$ cat src/rtl/combo_lock_fsm_pkg.sv
// -----------------------------------------------------------------------------
// combo_lock_fsm_pkg
// Shared definitions for the combination lock and its display decoder:
//   - lock status encodings (the value driven on combo_lock_fsm.status)
//   - seven-segment glyphs for hex digits 0..9 (active-high, bit order gfedcba)
//   - the OPEn / CLOSEd / ErrOr display words, six glyphs each, left-aligned,
//     leftmost glyph in the most significant 7 bits
//   - a digit-to-glyph helper for the display side
// -----------------------------------------------------------------------------
package combo_lock_fsm_pkg;

    // Lock status; the encoding is visible on the status port.
    typedef enum logic [2:0] {
        ST_CLOSED  = 3'd0,
        ST_ENTRY   = 3'd1,
        ST_OPEN    = 3'd2,
        ST_ERROR   = 3'd3,
        ST_LOCKOUT = 3'd4
    } lock_state_e;

    // Seven-segment digit glyphs, bit 6 = g ... bit 0 = a.
    localparam logic [6:0] SEG_H0    = 7'h3F;
    localparam logic [6:0] SEG_H1    = 7'h06;
    localparam logic [6:0] SEG_H2    = 7'h5B;
    localparam logic [6:0] SEG_H3    = 7'h4F;
    localparam logic [6:0] SEG_H4    = 7'h66;
    localparam logic [6:0] SEG_H5    = 7'h6D;
    localparam logic [6:0] SEG_H6    = 7'h7D;
    localparam logic [6:0] SEG_H7    = 7'h07;
    localparam logic [6:0] SEG_H8    = 7'h7F;
    localparam logic [6:0] SEG_H9    = 7'h6F;
    localparam logic [6:0] SEG_BLANK = 7'h00;

    // Letter glyphs used by the status words.
    localparam logic [6:0] SEG_UC_O  = 7'h3F;
    localparam logic [6:0] SEG_UC_P  = 7'h73;
    localparam logic [6:0] SEG_UC_E  = 7'h79;
    localparam logic [6:0] SEG_LC_N  = 7'h54;
    localparam logic [6:0] SEG_UC_C  = 7'h39;
    localparam logic [6:0] SEG_UC_L  = 7'h38;
    localparam logic [6:0] SEG_UC_S  = 7'h6D;
    localparam logic [6:0] SEG_LC_D  = 7'h5E;
    localparam logic [6:0] SEG_LC_R  = 7'h50;
    localparam logic [6:0] SEG_LC_O  = 7'h5C;

    // Six-glyph display words.
    localparam logic [41:0] WORD_OPEN  = {SEG_UC_O, SEG_UC_P, SEG_UC_E, SEG_LC_N,
                                          SEG_BLANK, SEG_BLANK};
    localparam logic [41:0] WORD_CLOSED = {SEG_UC_C, SEG_UC_L, SEG_UC_O, SEG_UC_S,
                                           SEG_UC_E, SEG_LC_D};
    localparam logic [41:0] WORD_ERROR = {SEG_UC_E, SEG_LC_R, SEG_LC_R, SEG_LC_O,
                                          SEG_LC_R, SEG_BLANK};

    // Glyph for a decimal digit; anything outside 0..9 shows blank.
    function automatic logic [6:0] digit_to_seg(input logic [3:0] d);
        logic [6:0] seg;
        case (d)
            4'd0:    seg = SEG_H0;
            4'd1:    seg = SEG_H1;
            4'd2:    seg = SEG_H2;
            4'd3:    seg = SEG_H3;
            4'd4:    seg = SEG_H4;
            4'd5:    seg = SEG_H5;
            4'd6:    seg = SEG_H6;
            4'd7:    seg = SEG_H7;
            4'd8:    seg = SEG_H8;
            4'd9:    seg = SEG_H9;
            default: seg = SEG_BLANK;
        endcase
        return seg;
    endfunction

endpackage

$ cat src/rtl/combo_lock_fsm_timer.sv
// -----------------------------------------------------------------------------
// lock_timer
// Loadable down-counter used to time the LOCKOUT state. The count parks at
// zero; done is high whenever the registered count is zero.
// Ports:
//   clk      in   clock, rising edge
//   reset_n  in   asynchronous active-low reset (count -> 0, done -> 1)
//   load     in   load load_val on this edge (takes priority over counting)
//   load_val in   W-bit value to load
//   done     out  registered: count is zero
// -----------------------------------------------------------------------------
module lock_timer #(
    parameter int W = 5
) (
    input  logic         clk,
    input  logic         reset_n,
    input  logic         load,
    input  logic [W-1:0] load_val,
    output logic         done
);

    logic [W-1:0] count_q, count_d;
    logic         done_q, done_d;

    // Next count: load wins, otherwise count down and hold at zero.
    always_comb begin
        if (load) begin
            count_d = load_val;
        end else if (count_q != {W{1'b0}}) begin
            count_d = count_q - W'(1);
        end else begin
            count_d = count_q;
        end
        done_d = (count_d == {W{1'b0}});
    end

    // Count and done registers.
    always_ff @(posedge clk or negedge reset_n) begin
        if (!reset_n) begin
            count_q <= {W{1'b0}};
            done_q  <= 1'b1;
        end else begin
            count_q <= count_d;
            done_q  <= done_d;
        end
    end

    assign done = done_q;

endmodule

$ cat src/rtl/combo_lock_fsm.sv
// -----------------------------------------------------------------------------
// combo_lock_fsm
// Digit-entry combination lock. One digit is accepted per digit_valid strobe;
// after DIGITS digits the entry is compared against the stored code and the
// lock reports OPEN, ERROR, or (after MAX_TRIES consecutive failures) a timed
// LOCKOUT of LOCKOUT_CYCLES clocks.
// Ports:
//   clk         in   clock, rising edge
//   reset_n     in   asynchronous active-low reset
//   digit_valid in   one-cycle strobe qualifying digit
//   digit       in   entered digit value (DIGIT_W bits)
//   clear       in   relock from OPEN, dismiss ERROR, or abort an entry
//   code_load   in   latch code_in as the new code (only honoured in OPEN)
//   code_in     in   new code, digit 0 in the most significant group
//   status      out  lock state (lock_state_e encoding)
//   entered     out  digits accepted in the current attempt
//   last_digit  out  most recently accepted digit
//   fails       out  consecutive failed-attempt count
// All outputs are registered.
// -----------------------------------------------------------------------------
module combo_lock_fsm
    import combo_lock_fsm_pkg::*;
#(
    parameter int                          DIGITS         = 6,
    parameter int                          DIGIT_W        = 4,
    parameter logic [DIGITS*DIGIT_W-1:0]   RESET_CODE     = 24'h305464,
    parameter int                          MAX_TRIES      = 3,
    parameter int                          LOCKOUT_CYCLES = 16
) (
    input  logic                             clk,
    input  logic                             reset_n,
    input  logic                             digit_valid,
    input  logic [DIGIT_W-1:0]               digit,
    input  logic                             clear,
    input  logic                             code_load,
    input  logic [DIGITS*DIGIT_W-1:0]        code_in,
    output logic [2:0]                       status,
    output logic [$clog2(DIGITS+1)-1:0]      entered,
    output logic [DIGIT_W-1:0]               last_digit,
    output logic [3:0]                       fails
);

    localparam int EW = $clog2(DIGITS + 1);
    localparam int TW = $clog2(LOCKOUT_CYCLES + 1);

    localparam logic [EW-1:0] ENT_LAST    = EW'(DIGITS - 1);
    localparam logic [EW-1:0] ENT_FULL    = EW'(DIGITS);
    localparam logic [3:0]    TRIES_LIMIT = 4'(MAX_TRIES);
    // The timer is checked on the edge after it reaches zero, so loading
    // LOCKOUT_CYCLES-1 yields exactly LOCKOUT_CYCLES cycles in LOCKOUT.
    localparam logic [TW-1:0] LOCK_LOAD   = TW'(LOCKOUT_CYCLES - 1);

    lock_state_e                 state_q, state_d;
    logic [DIGITS*DIGIT_W-1:0]   code_q, code_d;
    logic [EW-1:0]               entered_q, entered_d;
    logic [DIGIT_W-1:0]          last_q, last_d;
    logic [3:0]                  fails_q, fails_d;
    logic                        mismatch_q, mismatch_d;

    logic [DIGIT_W-1:0]          expect_digit_s;
    logic                        digit_miss_s;
    logic                        attempt_miss_s;
    logic [3:0]                  fails_inc_s;
    logic                        timer_load_s;
    logic                        timer_done_s;

    lock_timer #(
        .W (TW)
    ) u_lock_timer (
        .clk      (clk),
        .reset_n  (reset_n),
        .load     (timer_load_s),
        .load_val (LOCK_LOAD),
        .done     (timer_done_s)
    );

    // Select the stored code digit matching the current entry position.
    // entered is 0 in CLOSED, so this also covers the first digit.
    always_comb begin
        expect_digit_s = {DIGIT_W{1'b0}};
        for (int k = 0; k < DIGITS; k++) begin
            if (entered_q == EW'(k)) begin
                expect_digit_s = code_q[(DIGITS-1-k)*DIGIT_W +: DIGIT_W];
            end else begin
                expect_digit_s = expect_digit_s;
            end
        end
    end

    assign digit_miss_s   = (digit != expect_digit_s);
    assign attempt_miss_s = mismatch_q | digit_miss_s;
    assign fails_inc_s    = fails_q + 4'd1;

    // Next-state and next-output logic; every register holds by default.
    always_comb begin
        state_d      = state_q;
        code_d       = code_q;
        entered_d    = entered_q;
        last_d       = last_q;
        fails_d      = fails_q;
        mismatch_d   = mismatch_q;
        timer_load_s = 1'b0;

        case (state_q)
            ST_CLOSED: begin
                if (clear) begin
                    entered_d = {EW{1'b0}};
                end else if (digit_valid) begin
                    state_d    = ST_ENTRY;
                    entered_d  = EW'(1);
                    last_d     = digit;
                    mismatch_d = digit_miss_s;
                end else begin
                    state_d = ST_CLOSED;
                end
            end

            ST_ENTRY: begin
                if (clear) begin
                    state_d    = ST_CLOSED;
                    entered_d  = {EW{1'b0}};
                    mismatch_d = 1'b0;
                end else if (digit_valid) begin
                    last_d = digit;
                    if (entered_q == ENT_LAST) begin
                        // Final digit: resolve the whole attempt.
                        entered_d  = ENT_FULL;
                        mismatch_d = attempt_miss_s;
                        if (!attempt_miss_s) begin
                            state_d = ST_OPEN;
                            fails_d = 4'd0;
                        end else if (fails_inc_s >= TRIES_LIMIT) begin
                            state_d      = ST_LOCKOUT;
                            fails_d      = fails_inc_s;
                            timer_load_s = 1'b1;
                        end else begin
                            state_d = ST_ERROR;
                            fails_d = fails_inc_s;
                        end
                    end else begin
                        // No early rejection: a miss only marks the attempt.
                        entered_d  = entered_q + EW'(1);
                        mismatch_d = attempt_miss_s;
                    end
                end else begin
                    state_d = ST_ENTRY;
                end
            end

            ST_OPEN: begin
                // A load issued together with clear still takes effect.
                if (code_load) begin
                    code_d = code_in;
                end else begin
                    code_d = code_q;
                end
                if (clear) begin
                    state_d   = ST_CLOSED;
                    entered_d = {EW{1'b0}};
                end else begin
                    state_d = ST_OPEN;
                end
            end

            ST_ERROR: begin
                if (clear) begin
                    state_d   = ST_CLOSED;
                    entered_d = {EW{1'b0}};
                end else begin
                    state_d = ST_ERROR;
                end
            end

            ST_LOCKOUT: begin
                // All inputs are ignored until the timer runs out.
                if (timer_done_s) begin
                    state_d    = ST_CLOSED;
                    entered_d  = {EW{1'b0}};
                    fails_d    = 4'd0;
                    mismatch_d = 1'b0;
                end else begin
                    state_d = ST_LOCKOUT;
                end
            end

            default: begin
                state_d    = ST_CLOSED;
                entered_d  = {EW{1'b0}};
                mismatch_d = 1'b0;
            end
        endcase
    end

    // State, code and output registers.
    always_ff @(posedge clk or negedge reset_n) begin
        if (!reset_n) begin
            state_q    <= ST_CLOSED;
            code_q     <= RESET_CODE;
            entered_q  <= {EW{1'b0}};
            last_q     <= {DIGIT_W{1'b0}};
            fails_q    <= 4'd0;
            mismatch_q <= 1'b0;
        end else begin
            state_q    <= state_d;
            code_q     <= code_d;
            entered_q  <= entered_d;
            last_q     <= last_d;
            fails_q    <= fails_d;
            mismatch_q <= mismatch_d;
        end
    end

    assign status     = state_q;
    assign entered    = entered_q;
    assign last_digit = last_q;
    assign fails      = fails_q;

endmodule

$ cat config.mk
export PLATFORM = sky130hd
export DESIGN_NAME = combo_lock_fsm
export DESIGN_NICKNAME = d
export VERILOG_FILES = /design/src/rtl/combo_lock_fsm_pkg.sv /design/src/rtl/combo_lock_fsm_timer.sv /design/src/rtl/combo_lock_fsm.sv
export SDC_FILE = /design/constraint.sdc
export NUM_CORES = 1
export LEC_CHECK = 0
export BUFFER_PORTS_ARGS = -buffer_cell sky130_fd_sc_hd__buf_4
export CAP_MARGIN = 20
export CELL_PAD_IN_SITES_DETAIL_PLACEMENT = 0
export CELL_PAD_IN_SITES_GLOBAL_PLACEMENT = 1
export CORE_ASPECT_RATIO = 1.75
export CORE_UTILIZATION = 40
export DETAILED_ROUTE_END_ITERATION = 8
export PLACE_DENSITY = 0.77
export SLEW_MARGIN = 10
export SYNTH_ARGS = -nofsm -noshare
export SYNTH_HDL_FRONTEND = slang
export SYNTH_SLANG_ARGS = --single-unit
$ cat constraint.sdc
create_clock -name clk -period 3.3 [get_ports clk]
set_input_delay 0.66 -clock clk [delete_from_list [all_inputs] [get_ports clk]]
set_output_delay 0.66 -clock clk [all_outputs]
set_load 0.05 [all_outputs]
Word-level counts from Yosys, hierarchy flattened
Index checks and enable logic that the tools add are counted.
{ "word_totals": {"regBits": 45, "inputBits": 33, "out_inout_bits": 14, "wordCells": 93} }
{ "classes": {"add_sub_neg": 3, "magnitude_cmp": 1, "n_eq_ne": 20, "muxes": 45, "n_bitwise": 3, "n_reduce_logical": 13} }
{ "op_table": {"columns": ["operator", "n"], "rows": [
  ["two-way mux 4 bit", 11],
  ["two-way mux 3 bit", 14],
  ["case mux 3 bit (5 select lines)", 1],
  ["== test 3 x 2 -> 1 bit (second input constant)", 4],
  ["two-way mux 1 bit", 12],
  ["case mux 3 bit (4 select lines)", 1],
  ["two-way mux 5 bit", 2],
  ["!= test 2 bit (second input constant)", 5],
  ["AND reduction 5 bit", 2],
  ["== test 3 bit (second input constant)", 3],
  ["case mux 4 bit (2 select lines)", 1],
  ["== test 3 x 1 -> 1 bit (second input constant)", 2],
  ["logical NOT 3 bit", 2],
  ["!= test 3 bit (second input constant)", 2],
  ["logical NOT 5 bit", 1],
  ["nonzero test 5 bit", 1],
  ["subtractor 5 x 1 -> 5 bit (second input constant)", 1],
  ["adder 4 x 1 -> 4 bit (second input constant)", 1],
  [">= comparator 4 x 2 -> 1 bit (second input constant)", 1],
  ["two-way mux 2 bit", 2],
  ["!= test 2 x 1 -> 1 bit (second input constant)", 2],
  ["!= test 4 bit", 1],
  ["!= test 4 bit (second input constant)", 1],
  ["case mux 1 bit (4 select lines)", 1],
  ["other kinds (8)", 11]
]} }

Longest topological paths before layout
Gate-level depths: netlist (run 1).
{ "depth": {"word_depth": 16, "ltp_mapped": 10} }

Hierarchy
From an unflattened synthesis (run 1), not the netlist that was laid out.
{ "unflattened": {"cells_unflattened": 231, "area_unflattened_um2": 2466.1} }
{ "by_module_without_submodules": {"columns": ["module", "n_inst", "cells_per_inst", "area_each_um2", "seq_area_each_um2"], "rows": [
  ["combo_lock_fsm", 1, 198, 2117.0, 985.9],
  ["lock_timer", 1, 33, 349.1, 151.4]
]} }

Least setup slack after synthesis (run 1)
OpenSTA, ideal clock, no wires.
{ "synth_timing": {"path_kind": "reg2reg", "from": "reg entered_q[0], in the netlist entered[0]", "to": "reg fails_q[3], in the netlist fails[3]", "setup_ps": 122, "t_arrival_ps": 2820, "required_ps": 3178, "slack_ps": 359, "path_stages_with_launch": 10, "path_buffers": 1, "synth_period_minus_slack_ps": 2941, "path_cell_list": "dfrtp_1 > ha_1 > ha_1 > or2_2 > a221oi_1 > o221ai_2 > xnor2_1 > or4_4 > buf_6 > a32o_1"} }
{ "synth_between": {"elab_chain_cells": 14, "word_cells_on_any_way": 21, "cone_classes": "eq/ne (7); mux (11); bitwise (1); reduce/logical (2)"} }
{ "synth_lines": {"columns": ["item", "line_no", "source"], "rows": [
  ["from (decl)", "combo_lock_fsm.sv:55", "logic [EW-1:0] entered_q, entered_d;"],
  ["from (signal assigned)", "combo_lock_fsm.sv:199", "entered_q <= {EW{1'b0}};"],
  ["from (signal assigned)", "combo_lock_fsm.sv:206", "entered_q <= entered_d;"],
  ["logical NOT 3 bit", "combo_lock_fsm.sv:82", "if (entered_q == EW'(k)) begin"],
  ["two-way mux 4 bit (6 in series)", "combo_lock_fsm.sv:82", null],
  ["!= test 4 bit", "combo_lock_fsm.sv:90", "assign digit_miss_s = (digit != expect_digit_s);"],
  ["OR 1 bit", "combo_lock_fsm.sv:91", "assign attempt_miss_s = mismatch_q | digit_miss_s;"],
  ["two-way mux 4 bit", "combo_lock_fsm.sv:129", "if (!attempt_miss_s) begin"],
  ["two-way mux 4 bit", "combo_lock_fsm.sv:125", "if (entered_q == ENT_LAST) begin"],
  ["two-way mux 4 bit", "combo_lock_fsm.sv:123", "end else if (digit_valid) begin"],
  ["two-way mux 4 bit", "combo_lock_fsm.sv:119", "if (clear) begin"],
  ["case mux 4 bit (2 select lines)", "combo_lock_fsm.sv:104", "case (state_q)"],
  ["to (signal assigned)", "combo_lock_fsm.sv:208", "fails_q <= fails_d;"],
  ["to (decl)", "combo_lock_fsm.sv:57", "logic [3:0] fails_q, fails_d;"]
]} }
Several ways; a longest one is shown, not always the timed one. The select of a mux whose other input is x is not followed.
A chain may end at the register's enable or synchronous reset.

Final worst setup path (run 1)
{ "layout_timing": {"from": "reg entered_q[1], in the netlist entered[1]", "to": "reg u_lock_timer.count_q[1]"} }
{ "layout_between": {"elab_chain_cells": 15, "word_cells_on_any_way": 20, "cone_classes": "eq/ne (6); mux (12); bitwise (1); reduce/logical (1)"} }
{ "layout_lines": {"columns": ["item", "line_no", "source"], "rows": [
  ["logical NOT 3 bit", "combo_lock_fsm.sv:82", null],
  ["two-way mux 4 bit (6 in series)", "combo_lock_fsm.sv:82", null],
  ["!= test 4 bit", "combo_lock_fsm.sv:90", null],
  ["OR 1 bit", "combo_lock_fsm.sv:91", null],
  ["two-way mux 1 bit", "combo_lock_fsm.sv:129", null],
  ["two-way mux 1 bit (*)", "combo_lock_fsm.sv:125", null],
  ["two-way mux 1 bit (*)", "combo_lock_fsm.sv:123", null],
  ["two-way mux 1 bit (*)", "combo_lock_fsm.sv:119", null],
  ["two-way mux 1 bit (*)", "combo_lock_fsm.sv:104", null],
  ["two-way mux 5 bit (*)", "combo_lock_fsm_timer.sv:27", "if (load) begin"],
  ["net u_lock_timer.count_d[1]", "combo_lock_fsm_timer.sv:22", "logic [W-1:0] count_q, count_d;"],
  ["to (signal assigned)", "combo_lock_fsm_timer.sv:40", "count_q <= {W{1'b0}};"],
  ["to (signal assigned)", "combo_lock_fsm_timer.sv:43", "count_q <= count_d;"],
  ["to (decl)", "combo_lock_fsm_timer.sv:22", null]
]} }
The timed path passes the listed nets; every way through them passes the cells marked *.

==> run metrics, run 1 <==
DR iter-0 viols just under 80; CTS sink count 45; hpwl dp 4060 µm; status finished clean; Post-CTS Hold Buffers 0; GRT overflow 0; Worst-path clk slew roughly 0.08 ns; Mapped Area 2370 µm²; worst path cell trace inv_1 -> ha_1 -> o21ai_0 -> a311o_1 -> nor3_1 -> o21bai_1 -> or4_4 -> a221o_1; commonest non-fill, non-tap cells in the layout buf_4 (47), dfrtp_1 (36), mux2_2 (24); PortBufs 46; final hold violation count 0; pin count of the biggest net entering global routing 46; Yosys reg bits 45; non-filler cells, final around 340; Slew headroom between 50% and 60%; Ports 47; GPL Wtd Cong 0.784; Setup crit start kind flop; CP max stage delay 0.50 ns; post-synthesis sequential area ratio between 40% and 50%; total placed instance area 2780 µm²; reg2reg start entered[1]; commonest non-fill, non-tap cell in the layout buf_4; drc violations 0; worst-path maximum fanout 17; vias in the first global route roughly 1,800; dpl ws around 0.37 ns; Die X 60.2 µm; Internal 0.996 mW; Syn Area/Cell 10.8 µm²; core area 5630 µm²; leakage 1.36 nW; vias per std cell 5.40; Syn Nets 261; die area 6250 µm²; initial core utilization a little over two fifths; first-pass GRT wire length roughly 8600 µm; CTS max path bufs 2; cts bufs inserted 5; maximum vdd drop roughly 260 µV; critical path's slowest cell or4_4; Final Cycle Share 88.9%; synthesis-to-layout area growth 22.3%; minimum clock period ~2.9 ns; remaining antenna violation count after routing 0; Max Cap Viol 0; cts repair resizes 0; Finished Core Util 51.5%; Syn Inst Count 220; top_reg_cell synth dfrtp_1; Cells after DPL 333; Slew Viols, Final 0; setup_tns 0 ns; WL/cell around 15 µm; via count 1,841; flop2flop setup slack 0.37 ns; Distinct cells, synth 50; share of cells above drive strength 1 35.1%; Tot GR Track Use 18.3%; Worst Slack Setup Final 0.365 ns; worst hold path type in2async; CP top delay family compound AO/OA/AOI/OAI gates; final net count 305; hold_ws 0.341 ns; PwrDens between 400 and 500 nW/µm²; initial antenna violation count 0; postcts setup bufs 0; Final Power 1.39 mW; Psw 0.391 mW; RSZ-0062 raised after global routing no; Worst Path Required 3.48 ns; CP arrival 3.12 ns; share of total power in sequential cells 47.1%; worst-skew pair later-pin latency 0.29 ns; worst-margin pin slew 0.718 ns; clock network power share 30.3%; htree depth 2; CTS tree done; Sw Share 28.2%; fmax between 300 and 400 MHz; final wirelength 5280 µm; r2r endpoint u_lock_timer.count_q[1]; Critical Path End Type flop; DIE HEIGHT 104 µm; FILL cells 543; # setup viols final 0; FP Rows 36; ANT cells 0; drt first pass iters 4; R2R depth 8; WP buf/inv 1; crit path kind reg2reg; design area 2900 µm²; number of synthesized flops with an enable pin 0; async set or reset register ratio after synthesis 100%; Syn. warnings 0; Gate power share 22.6%; Clock Root Buffer clkbuf_8; Worst Clk Skew 0.00560 ns
[worst max path at each step]
stage	from	endpoint	slack [ns]	cells past startpoint
6_report	entered[1]	u_lock_timer.count_q[1]	0.37	8
5_1_grt	entered[1]	u_lock_timer.count_q[1]	0.13	8
2_1_floorplan	entered[0]	fails[3]	0.36	9
4_1_cts	entered[1]	u_lock_timer.count_q[1]	0.37	8
3_5_place_dp	entered[1]	u_lock_timer.count_q[1]	0.37	8
3_3_place_gp	entered[1]	u_lock_timer.count_q[1]	0.45	8
[power by group through the flow]
stage / Combinational, mW / Clock, mW / Sequential [mW]
floorplan: 0.183 / 0 / 0.688
global placement: 0.313 / 0 / 0.663
detailed placement: 0.314 / 0 / 0.664
CTS: 0.316 / 0.436 / 0.653
global route: 0.350 / 0.452 / 0.665
finish: 0.314 / 0.420 / 0.653
[area by class of cell]
class	count	area [µm²]	share of cell area, %
Sequential cell	45	1140	39.2
Tap cell	76	95.1	3.28
Timing Repair Buffer	47	353	12.2
Clock inverter	1	30.0	1.04
Multi-Input combinational cell	153	1150	39.8
Clock buffer	7	86.3	2.98
Inverter	12	45.0	1.55
[per-layer routing]
metal  vias to the layer above  GRT usage [%]  wire [µm]
met4                         0           5.98         69
li1                        888              -          -
met1                       898           22.1       2080
met5                         -              0          0
met3                         7           2.74        183
met2                        48           31.9       2940
[sequential cells by signal, indices dropped and copies added, names as in the netlist]
register / count
entered: 3
fails: 4
u_lock_timer.count_q: 5
code_q: 24
last_digit: 4
u_lock_timer.done: 1
mismatch_q: 1
status: 3
[worst reg2reg max path, delay by kind of cell (launching register included)]
family / cells / cell delay, ns
AOI/OAI and AO/OA: 4 / 1.14
and+or+nand+nor: 2 / 0.73
adders and majority gates: 1 / 0.44
DFF: 1 / 0.42
buffers and inverters: 1 / 0.09
[cell families after synthesis]
family	synth area share (%)
fa+ha+maj	4.22
simple gates	14.4
mux	11.4
flops	48.0
compound gates	15.5
buf+inv	4.01
xor+xnor	2.59
[Yosys cell counts, types with 3 or more instances]
library cell  count  area share (%)
a21oi_1          10             2.1
a221oi_1          4             1.5
and2_1            3            0.79
and3_1            3            0.79
clkbuf_1          6            0.95
dfrtp_1          36              38
dfstp_2           9              10
ha_1              8             4.2
inv_1            11             1.7
mux2_2           24              11
nand2_1          21             3.3
nand3_1           3            0.63
nand3b_1          5             1.6
nor2_1            7             1.1
nor3_1            7             1.5
o21ai_0          12             2.5
o2bb2ai_1         4             1.5
or4b_1            3             1.3
xnor2_1           7             2.6
Power figures use the tool's default switching activity.
==> run 2: changes to the inputs <==
ABC_AREA = 1   (was default)
ABC_CLOCK_PERIOD_IN_PS = 3300   (was default)
PLACE_DENSITY = 0.79   (was 0.77)
==> run metrics, run 2 <==
r2r endpoint status[0] (was u_lock_timer.count_q[1]); dpl ws 0.927 ns (was 0.370 ns); R2R depth 12 (was 8); worst-skew pair later-pin latency 0.29 ns (about the same); post-synthesis sequential area ratio 45.5% (was 48.0%); Gate power share 46.8% (was 22.6%); cts bufs inserted 5 (unchanged); reg2reg start entered[1] (unchanged); DR iter-0 viols 67 (was 79); WL/cell 12.7 µm (was 15.5 µm); top_reg_cell synth dfrtp_1 (unchanged); Distinct cells, synth 33 (was 50); minimum clock period 2.37 ns (was 2.93 ns); Cells after DPL 403 (was 333); register area 1140 µm² (unchanged); die area 6590 µm² (was 6250 µm²); share of total power in sequential cells 39.3% (was 47.1%); Tot GR Track Use 17.9% (was 18.3%); Slew Viols, Final 0 (unchanged); initial core utilization 41.9% (was 42.1%); Syn Nets 324 (was 261); Worst setup endpoint status[0] (was u_lock_timer.count_q[1]); Setup crit start kind flop (unchanged); synthesis-to-layout area growth 20.1% (was 22.3%); CP arrival 2.56 ns (was 3.12 ns); flop2flop setup slack 0.93 ns (was 0.37 ns); share of cells above drive strength 1 31.5% (was 35.1%); Worst Clk Skew 0.00671 ns (was 0.00560 ns); Worst Slack Setup Final 0.926 ns (was 0.365 ns); commonest non-fill, non-tap cell in the layout nand2_1 (was buf_4); top post-synthesis cells by count nand2_1 (61), inv_1 (40), dfrtp_1 (36) (was dfrtp_1 (36), mux2_2 (24), nand2_1 (21)); Max Cap Viol 0 (unchanged); commonest non-fill, non-tap cells in the layout nand2_1 (61), buf_4 (47), inv_1 (40) (was buf_4 (47), dfrtp_1 (36), mux2_2 (24)); Syn. warnings 0 (unchanged); vias per std cell 4.87 (was 5.40); Die X 61.8 µm (was 60.2 µm); worst hold path type in2async (unchanged); maximum vdd drop 324 µV (was 265 µV); async set or reset register ratio after synthesis 100% (unchanged); Psw 1.01 mW (was 0.391 mW); Largest Register code_q (unchanged); Mapped Area 2500 µm² (was 2370 µm²); design area 3000 µm² (was 2900 µm²); crit path kind reg2reg (unchanged); # setup viols final 0 (unchanged); Final Power 2.37 mW (was 1.39 mW); number of synthesized flops with an enable pin 0 (unchanged); pin count of the biggest net entering global routing 46 (unchanged); hold_ws 0.346 ns (was 0.341 ns); final hold violation count 0 (unchanged); Sw Share 42.6% (was 28.2%); via count 2,000 (was 1,841); final net count 373 (was 305); Slew headroom 54.1% (was 52.0%); Synth top area share 36.0% (was 38.0%); fmax 421 MHz (was 341 MHz); Worst Path Required 3.49 ns (was 3.48 ns); Crit. Startpoint entered[1] (unchanged); hpwl dp 3990 µm (was 4060 µm); max reg flops 24 (unchanged); core area 5970 µm² (was 5630 µm²); top post-synthesis cells by area dfrtp_1 (36%), mux2_2 (11%), dfstp_2 (9.5%), nand2_1 (9.2%), inv_1 (6.0%) (was dfrtp_1 (38%), mux2_2 (11%), dfstp_2 (10%), ha_1 (4.2%), nand2_1 (3.3%)); CTS max path bufs 2 (unchanged); postcts setup bufs 0 (unchanged); FILL cells 594 (was 543); Final Cycle Share 71.9% (was 88.9%); leakage 1.57 nW (was 1.36 nW); Yosys reg bits 45 (unchanged); multi-input combinational cell area 1170 µm² (was 1150 µm²); ANT cells 0 (unchanged); vias in the first global route 1,987 (was 1,783); Post-CTS Hold Buffers 0 (unchanged); cts repair resizes 0 (unchanged); initial antenna violation count 0 (unchanged); PortBufs 46 (unchanged); status finished clean (unchanged); PwrDens 789 nW/µm² (was 478 nW/µm²); Clock Root Buffer clkbuf_8 (unchanged); CTS sink count 45 (unchanged); GRT overflow 0 (unchanged); CTS tree done (unchanged); non-filler cells, final 411 (was 341); worst-path maximum fanout 11 (was 17); FP Rows 37 (was 36); GPL Wtd Cong 0.873 (was 0.784); Finished Core Util 50.3% (was 51.5%); setup_tns 0 ns (unchanged); drc violations 0 (unchanged); worst-margin pin slew 0.672 ns (was 0.718 ns); drt first pass iters 4 (unchanged); htree depth 2 (unchanged); Largest regs code_q (24), u_lock_timer.count_q (5) (unchanged); final wirelength 5240 µm (was 5280 µm); post-synth top area cell dfrtp_1 (unchanged); most common cell in the netlist nand2_1 (was dfrtp_1); Worst-path clk slew 0.09 ns (was 0.08 ns); clock network power share 13.9% (was 30.3%); remaining antenna violation count after routing 0 (unchanged); Internal 1.36 mW (was 0.996 mW); Syn Area/Cell 8.84 µm² (was 10.8 µm²); Ports 47 (unchanged); DIE HEIGHT 107 µm (was 104 µm); Critical Path End Type flop (unchanged); Syn Inst Count 283 (was 220); first-pass GRT wire length 8770 µm (was 8640 µm); RSZ-0062 raised after global routing no (unchanged); total placed instance area 2920 µm² (was 2780 µm²)
## run 2: changes by cell type after synthesis, sizes merged, moves of 5 or more
cell | before | now
xnor2 | 7 | 0
o21ai | 12 | 17
nand3b | 5 | 0
nand3 | 3 | 27
nand2 | 21 | 64
inv | 12 | 44
nor2 | 7 | 25
## run 2: cell type report
type                            instances  share of cell area, %
Multi-Input combinational cell        189                   38.8
Sequential cell                        45                   37.9
Timing Repair Buffer                   47                   11.7
Inverter                               44                   5.58
Tap cell                               78                   3.25
Clock buffer                            6                   2.42
Clock inverter                          2                  0.333
## run 2: metal layers
layer	vias up	track usage, %	part of all wire (%)
li1	1000	-	-
met1	953	20.7	41
met2	37	31.7	54
met3	10	2.53	2.6
met4	0	6.67	1.8
met5	-	0	0
## run 2: logic make-up after synthesis
family	after synthesis	synth area share [%]
xor gates and xnor gates	4	1.40
adders and majority gates	8	4.00
AOI/OAI and AO/OA	29	6.50
muxes	24	10.8
buffers and inverters	49	7.90
and+or+nand+nor	124	23.9
DFF	45	45.5
## run 2: critical path, cell delays in order, from the launching register on
cell,delay [ns]
dfrtp_1,0.43
inv_1,0.11
ha_1,0.29
nand2_1,0.31
or2_2,0.40
nand3_1,0.09
nand2_1,0.08
nor2_4,0.15
nand3_4,0.15
nand3_1,0.11
nand2_1,0.05
nand2_1,0.06
nand2_1,0.04
## run 2: worst min-delay path by stage
stage	from	endpoint	slack, ns	cells past startpoint
floorplan	reset_n	code_q[0]	0.36	0
CTS	reset_n	u_lock_timer.count_q[0]	0.38	1
finish	reset_n	u_lock_timer.count_q[0]	0.35	1
global route	reset_n	u_lock_timer.count_q[1]	0.40	1
detailed placement	last_digit[3]	last_digit[3]	0.48	2
global placement	last_digit[3]	last_digit[3]	0.48	2
## run 2: power by group through the flow
stage	Combinational (mW)	Clock (mW)	Sequential, mW
floorplan	0.690	0	1.06
detailed placement	1.12	0	0.945
finish	1.11	0.329	0.931
global route	1.24	0.368	0.962
CTS	1.12	0.343	0.934
global placement	1.10	0	0.943
